`src/rtl/ceespu_pkg.sv`:
```
// rtl/ceespu_pkg.sv - shared field positions, opcode constants and opcode classifiers for ceespu decode
package ceespu_pkg;

    localparam int XLEN_DEFAULT = 32;

    // Instruction field bit positions
    localparam int OPC_MSB = 31;
    localparam int OPC_LSB = 26;
    localparam int RD_MSB  = 25;
    localparam int RD_LSB  = 21;
    localparam int RA_MSB  = 20;
    localparam int RA_LSB  = 16;
    localparam int RB_MSB  = 15;
    localparam int RB_LSB  = 11;
    localparam int IMM_MSB = 15;
    localparam int IMM_LSB = 0;

    // Opcode bit that selects the immediate operand
    localparam int USE_IMM_BIT = 3;

    typedef logic [5:0] opcode_t;
    typedef logic [4:0] reg_idx_t;

    localparam opcode_t OPC_LUI       = 6'h0F;
    localparam opcode_t OPC_LOAD_LO   = 6'h20;
    localparam opcode_t OPC_LOAD_HI   = 6'h23;
    localparam opcode_t OPC_STORE_LO  = 6'h28;
    localparam opcode_t OPC_STORE_HI  = 6'h2B;
    // Branches occupy the top of the opcode space, so only a lower bound is needed
    localparam opcode_t OPC_BRANCH_LO = 6'h30;

    function automatic logic is_load(input opcode_t op);
        return (op >= OPC_LOAD_LO) && (op <= OPC_LOAD_HI);
    endfunction

    // Stores, branches and writes to r0 never update the register file
    function automatic logic writes_rd(input opcode_t op, input reg_idx_t rd);
        logic is_store;
        logic is_branch;
        is_store  = (op >= OPC_STORE_LO) && (op <= OPC_STORE_HI);
        is_branch = (op >= OPC_BRANCH_LO);
        return !(is_store || is_branch || (rd == 5'd0));
    endfunction

endpackage

```
`src/rtl/ceespu_immgen.sv`:
```
// rtl/ceespu_immgen.sv - immediate generator: LUI upper placement or sign-extended imm16
module ceespu_immgen
    import ceespu_pkg::*;
#(
    parameter int XLEN = XLEN_DEFAULT
) (
    input  logic [15:0]     I_imm16,
    input  opcode_t         I_opcode,
    output logic [XLEN-1:0] O_imm
);

    // LUI places imm16 in the upper half; everything else sign-extends
    always_comb begin
        if (I_opcode == OPC_LUI) begin
            O_imm = XLEN'({I_imm16, 16'h0000});
        end else begin
            O_imm = {{(XLEN-16){I_imm16[15]}}, I_imm16};
        end
    end

endmodule

```
`src/rtl/ceespu_decode.sv`:
```
// rtl/ceespu_decode.sv - decode stage with load-use stall, execute backpressure and flush
module ceespu_decode
    import ceespu_pkg::*;
#(
    parameter int XLEN = XLEN_DEFAULT
) (
    input  logic            I_clk,
    input  logic            I_rst,
    input  logic            I_valid,
    input  logic [31:0]     I_inst,
    input  logic [XLEN-1:0] I_pc,
    output logic            O_ready,
    input  logic            I_flush,
    input  logic            I_ex_ready,
    output logic [4:0]      O_selA,
    output logic [4:0]      O_selB,
    output logic            O_valid,
    output logic [5:0]      O_opcode,
    output logic [4:0]      O_rd,
    output logic [XLEN-1:0] O_imm,
    output logic [XLEN-1:0] O_pc,
    output logic            O_we,
    output logic            O_is_load,
    output logic            O_use_imm
);

    opcode_t        opc;
    reg_idx_t       rd;
    reg_idx_t       ra;
    reg_idx_t       rb;
    logic [15:0]    imm16;
    logic [XLEN-1:0] imm;

    logic           hazard;
    logic           advance;
    logic           accept;

    logic            valid_q,   valid_d;
    opcode_t         opcode_q,  opcode_d;
    reg_idx_t        rd_q,      rd_d;
    logic [XLEN-1:0] imm_q,     imm_d;
    logic [XLEN-1:0] pc_q,      pc_d;
    logic            we_q,      we_d;
    logic            is_load_q, is_load_d;
    logic            use_imm_q, use_imm_d;

    assign opc   = I_inst[OPC_MSB:OPC_LSB];
    assign rd    = I_inst[RD_MSB:RD_LSB];
    assign ra    = I_inst[RA_MSB:RA_LSB];
    assign rb    = I_inst[RB_MSB:RB_LSB];
    assign imm16 = I_inst[IMM_MSB:IMM_LSB];

    // Register-file selects go out unregistered so read data lines up with the bundle
    assign O_selA = ra;
    assign O_selB = rb;

    ceespu_immgen #(.XLEN(XLEN)) u_immgen (
        .I_imm16  (imm16),
        .I_opcode (opc),
        .O_imm    (imm)
    );

    assign hazard  = I_valid && valid_q && is_load_q && (rd_q != 5'd0) &&
                     ((rd_q == ra) || (rd_q == rb));
    assign advance = !valid_q || I_ex_ready;
    assign O_ready = !hazard && advance && !I_flush;
    assign accept  = I_valid && O_ready;

    // Next bundle: flush kills, accept loads, advance without accept leaves a bubble, else hold
    always_comb begin
        valid_d   = valid_q;
        opcode_d  = opcode_q;
        rd_d      = rd_q;
        imm_d     = imm_q;
        pc_d      = pc_q;
        we_d      = we_q;
        is_load_d = is_load_q;
        use_imm_d = use_imm_q;
        if (I_flush) begin
            valid_d = 1'b0;
        end else if (accept) begin
            valid_d   = 1'b1;
            opcode_d  = opc;
            rd_d      = rd;
            imm_d     = imm;
            pc_d      = I_pc;
            we_d      = writes_rd(opc, rd);
            is_load_d = is_load(opc);
            use_imm_d = opc[USE_IMM_BIT];
        end else if (advance) begin
            valid_d = 1'b0;
        end
    end

    // Bundle register with asynchronous clear
    always_ff @(posedge I_clk or negedge I_rst) begin
        if (!I_rst) begin
            valid_q   <= 1'b0;
            opcode_q  <= '0;
            rd_q      <= '0;
            imm_q     <= '0;
            pc_q      <= '0;
            we_q      <= 1'b0;
            is_load_q <= 1'b0;
            use_imm_q <= 1'b0;
        end else begin
            valid_q   <= valid_d;
            opcode_q  <= opcode_d;
            rd_q      <= rd_d;
            imm_q     <= imm_d;
            pc_q      <= pc_d;
            we_q      <= we_d;
            is_load_q <= is_load_d;
            use_imm_q <= use_imm_d;
        end
    end

    assign O_valid   = valid_q;
    assign O_opcode  = opcode_q;
    assign O_rd      = rd_q;
    assign O_imm     = imm_q;
    assign O_pc      = pc_q;
    assign O_we      = we_q;
    assign O_is_load = is_load_q;
    assign O_use_imm = use_imm_q;

endmodule
```
`config.mk`:
```
export PLATFORM = sky130hd
export DESIGN_NAME = ceespu_decode
export DESIGN_NICKNAME = d
export VERILOG_FILES = /design/src/rtl/ceespu_pkg.sv /design/src/rtl/ceespu_immgen.sv /design/src/rtl/ceespu_decode.sv
export SDC_FILE = /design/constraint.sdc
export NUM_CORES = 1
export LEC_CHECK = 0
export CAP_MARGIN = 20
export CORE_ASPECT_RATIO = 0.5
export CORE_MARGIN = 2
export CORE_UTILIZATION = 45
export DETAILED_ROUTE_END_ITERATION = 12
export MAX_ROUTING_LAYER = met4
export PLACE_DENSITY = 0.86
export SYNTH_ARGS = -nofsm -noshare
export SYNTH_HDL_FRONTEND = slang
export SYNTH_SLANG_ARGS = --single-unit
export TNS_END_PERCENT = 50
```
`constraint.sdc`:
```
create_clock -name I_clk -period 3.7 [get_ports I_clk]
set_clock_uncertainty 0.05 [all_clocks]
set_input_delay 0.37 -clock I_clk [delete_from_list [all_inputs] [get_ports I_clk]]
set_output_delay 0.37 -clock I_clk [all_outputs]
set_load 0.01 [all_outputs]
```
# Yosys cells after proc, flatten, opt, wreduce, memory -nomap -nowiden
# Index checks and enable logic that the tools add are counted.
[op_classes]
n_eq_ne = 3
bitwise_logic = 1
reduce_logical = 21
order_cmp = 5
n_mux = 4
[op_table]
columns = ["cell", "n"]
rows = [
  ["two-way mux 31 bit", 1],
  [">= comparator 6 bit (second input constant)", 3],
  ["<= comparator 6 bit (second input constant)", 2],
  ["equality test 5 bit", 2],
  ["logical AND 1 bit", 9],
  ["equality test 6 x 4 -> 1 bit (second input constant)", 1],
  ["logical NOT 5 bit", 1],
  ["nonzero test 5 bit", 1],
  ["logical NOT 1 bit", 4],
  ["logical OR 1 bit", 4],
  ["two-way mux 1 bit", 3],
  ["nonzero test 3 bit", 1],
  ["AND reduction 2 bit", 1],
  ["inverter 1 bit", 1],
]
[word_totals]
out_inout_bits = 90
wordCells = 42
regBits = 79
in_bits = 69

# Longest topological paths before layout
[logic_depth]
ltp_word = 10
mapped_depth = 7
mapped_depth_nobuf = 5

# Modules after synthesis
# From an unflattened synthesis, not the netlist that was laid out.
[unflattened]
cells_unflattened = 242
hier_area_um2 = 3593.4
[modules_own_cells]
columns = ["module", "seq_area_each_um2", "cells_each", "area_per_inst_um2", "instances"]
rows = [
  ["ceespu_decode", 1951.9, 203, 3328.2, 1],
  ["ceespu_immgen", 0.0, 39, 265.3, 1],
]

# Worst setup path before layout
# Ideal clock, no wire load.
[synth_path]
kind = "register -> output"
startpoint = "register rd_q[1] (netlist: O_rd[1])"
endpoint = "output O_ready"
path_slack_ps = 1459
n_path_buf = 2
arrival_time_ps = 1821
required_ps = 3280
stages_incl_launch_ff = 7
path_cell_list = "dfrtp_1 or4_1 o2111ai_2 or2_2 clkbuf_2 buf_4 and2_1"
[synth_between]
elab_chain_len = 6
word_cells_on_any_way = 9
cone_classes = "eq/ne: 2; reduce/logical: 7"
[synth_lines]
columns = ["item", "line_no", "text"]
rows = [
  ["start, declared", "ceespu_decode.sv:40", "reg_idx_t rd_q, rd_d;"],
  ["start signal, assigned", "ceespu_decode.sv:109", "rd_q <= rd_d;"],
  ["equality test 5 bit / nonzero test 5 bit (equally long branches)", "ceespu_decode.sv:64, ceespu_decode.sv:63", ""],
  ["logical OR 1 bit / logical AND 1 bit (equally long branches)", "ceespu_decode.sv:64, ceespu_decode.sv:63", ""],
  ["logical AND 1 bit (*)", "ceespu_decode.sv:63", "assign hazard = I_valid && valid_q && is_load_q && (rd_q != 5'd0) &&"],
  ["logical NOT 1 bit (*)", "ceespu_decode.sv:66", "assign O_ready = !hazard && advance && !I_flush;"],
  ["logical AND 1 bit (*) (2 in a row)", "ceespu_decode.sv:66", ""],
  ["end, declared", "ceespu_decode.sv:12", "output logic O_ready,"],
]
# Every way passes the cells marked *; elsewhere a longest branch is shown, timed or not.

# Worst setup path after layout
# Same ends and word-level chain as after synthesis.

==> qor.csv <==
metric,value,unit
run status,"finished, final reports clean",
first-pass GRT wire length,14600,um
CTS tree,built,
Yosys cell types,28,
Max-Cap Viols,0,
vias in the first global route,2701,
critical path's largest stage delay,0.56,ns
CTS root buf,clkbuf_16,
Post-synth top cells,"dfrtp_1, mux2_4, a21oi_1, inv_1, mux2i_1",
Max Root-Sink Buffers,2,
worst-margin pin slew,1.06,ns
Worst IR Drop VDD,0.253,mV
DR vias,2506,
Sink Count,78,
Max Slew Vio Count,0,
final hold vios,0,
ANT cells,0,
"Seq/Total Area, Yosys",55.4,%
crit path cell chain,"or4_1, o2111ai_2, or2_2, and2_1, clkdlybuf4s50_1",
hpwl dp,6420,um
Vias/cell,4.94,
postcts setup bufs,0,
synth top area cells,"dfrtp_1, mux2_4, mux2i_1, a32o_1, mux2_2",
core area,7460,um^2
CTS Buf Count,9,
syn_area_per_cell,14.3,um^2
Detail Route Antenna Nets,0,
"area leader, netlist",dfrtp_1,
Clk network pwr share,37.1,%
Critical Path Sink Type,primary output,
largest net degree at the start of global routing,79,
PwrDens,538,nW/um^2
GRT overflow,0,
Synth Flop Type,dfrtp_1,
Post-layout nets,463,
"count leader, synth",dfrtp_1,
CP Launch Type,flop,
Relative slew margins,29.2,%
Total Neg Setup Slack,0,ns
Psw,710,uW
drt drc,0,
layout cells sized above 1,18.0,%
die area,8600,um^2
post_cts resized,0,
Comb power frac,25.5,%
final setup vio count,0,
WL final,9020,um
Initial Util,47.2,%
Reg power frac,37.4,%
top cell type's share of synthesized area,55.4,%
initial drt markers,121,
RSZ-0062 raised after global routing,false,
Critical Path RT,3.28,ns
RePlAce Congestion,0.859,
"EDFF count, synth",0,
Synth Warn #,0,
HP Class,primary input to async pin,
synthesized area,3520,um^2
clk_lat worst skew,0.33,ns
row count,22,
Synthesized Nets,315,
Setup CP Type,flop to primary output,
Post-Synthesis Cells,246,
CP max stage cell,or4_1,
Tmin final,3.16,ns
internal cell power,2.21,mW
die height,66.6,um
max frequency,316,MHz
Sw Share,24.3,%
synthesized flop and latch total,78,
Critical Path AT,2.74,ns
initial antenna violation count,0,
Die Wd,129,um
GRT Util Overall,23.0,%
clock slew at reported path FFs,0.06,ns
Max H-tree Level,3,
total chip power,2.92,mW
hold buffer count at CTS,0,
Layout area overhead,54.2,%
critical path peak fanout,16,
Leak,2.33,nW
PortBufs,158,
First-pass DRT Iterations,4,
Routed WL per cell,17.8,um
io pins,159,
Async SR Flop Fraction,100,%
Tcrit/Tclk final,85.5,%
## cell families (layout without fill, tap and decap cells)
| logic type | after synthesis | in the layout | synth area share [%] |
|---|---|---|---|
| flops | 78 | 78 | 55.4 |
| mux | 62 | 62 | 22.9 |
| buf+inv | 41 | 194 | 8.24 |
| compound gates | 38 | 38 | 8.10 |
| simple gates | 17 | 17 | 2.91 |
| xor+xnor | 10 | 10 | 2.49 |
## final cells by class
cell class              instances  area, um^2
inverters                      16        60.1
repair buffers                162        1620
flip-flops and latches         78        1950
well taps                     108         135
fillers                       484        2030
multi-input cells             127        1290
clock inverters                 6         133
clock buffers                  10         239
## power by group through the flow
stage / registers [mW] / clock network, mW / logic [mW]
after floorplan: 1.16 / 0 / 0.251
after global placement: 1.10 / 0 / 0.731
final: 1.09 / 1.08 / 0.746
after global routing: 1.11 / 1.14 / 0.796
after CTS: 1.09 / 1.10 / 0.757
after detailed placement: 1.10 / 0 / 0.748
## cell usage in the layout (no fill, tap or decap), types with 2 or more instances in the layout
master,Yosys,routed
clkdlybuf4s50_1,0,157
mux2i_1,16,16
nor3_1,3,2
o21ai_0,3,3
a32o_1,15,15
mux2_2,12,12
clkbuf_16,0,9
and2_1,2,2
or4_1,2,2
xor2_1,10,10
inv_1,16,16
mux2_4,34,34
dfrtp_1,78,78
bufinv_16,0,4
a21oi_1,16,16
nor2b_1,4,4
nor2_1,2,2
buf_4,12,4
## through the flow
stage	setup WS [ns]	util [%]	instance area [um^2]	hold slack, ns	instances
3_3_place_gp	0.664	67.8	5060	0.424	491
5_1_grt	0.451	72.8	5430	0.220	507
4_1_cts	0.534	72.8	5430	0.178	507
3_5_place_dp	0.627	67.8	5060	0.436	491
2_1_floorplan	1.46	-	3520	0.0244	246
6_report	0.536	72.8	5430	0.135	507
## sequential cells by signal (all words and copies together) (netlist names)
register,count
O_rd,5
O_pc,32
O_opcode,6
O_is_load,1
O_valid,1
O_we,1
O_imm,32
## worst max-delay path: cells and delay by family, from the launching register on
family / cells / cell delay, ns
simple gates: 3 / 1.12
buf+inv: 1 / 0.54
flops: 1 / 0.45
compound gates: 1 / 0.30
## final timing paths
path / depth (start not counted) / slack [ns] / endpoint / from
setup / recovery: 5 / 0.54 / O_ready / O_rd[1]$_DFFE_PN0P_
hold / removal: 1 / 0.13 / O_opcode[2]$_DFFE_PN0P_ / I_rst
setup reg to reg: 5 / 1.20 / O_pc[13]$_DFFE_PN0P_ / O_rd[1]$_DFFE_PN0P_
hold reg to reg: 1 / 0.45 / O_imm[3]$_DFFE_PN0P_ / O_imm[3]$_DFFE_PN0P_
max in group asynchronous: 1 / 2.83 / O_imm[7]$_DFFE_PN0P_ / I_rst
min in group I_clk: 1 / 0.45 / O_imm[3]$_DFFE_PN0P_ / O_imm[3]$_DFFE_PN0P_
## layer usage
metal	wire [um]	global-route usage [%]	part of all wire (%)	vias to the layer above
met5	0	-	0	-
met4	145	8.29	1.6	0
met3	325	5.30	3.6	15
met1	3690	27.2	41	1273
li1	-	-	-	1150
met2	4860	39.3	54	68
No activity file was read; power rests on OpenSTA's default activity.
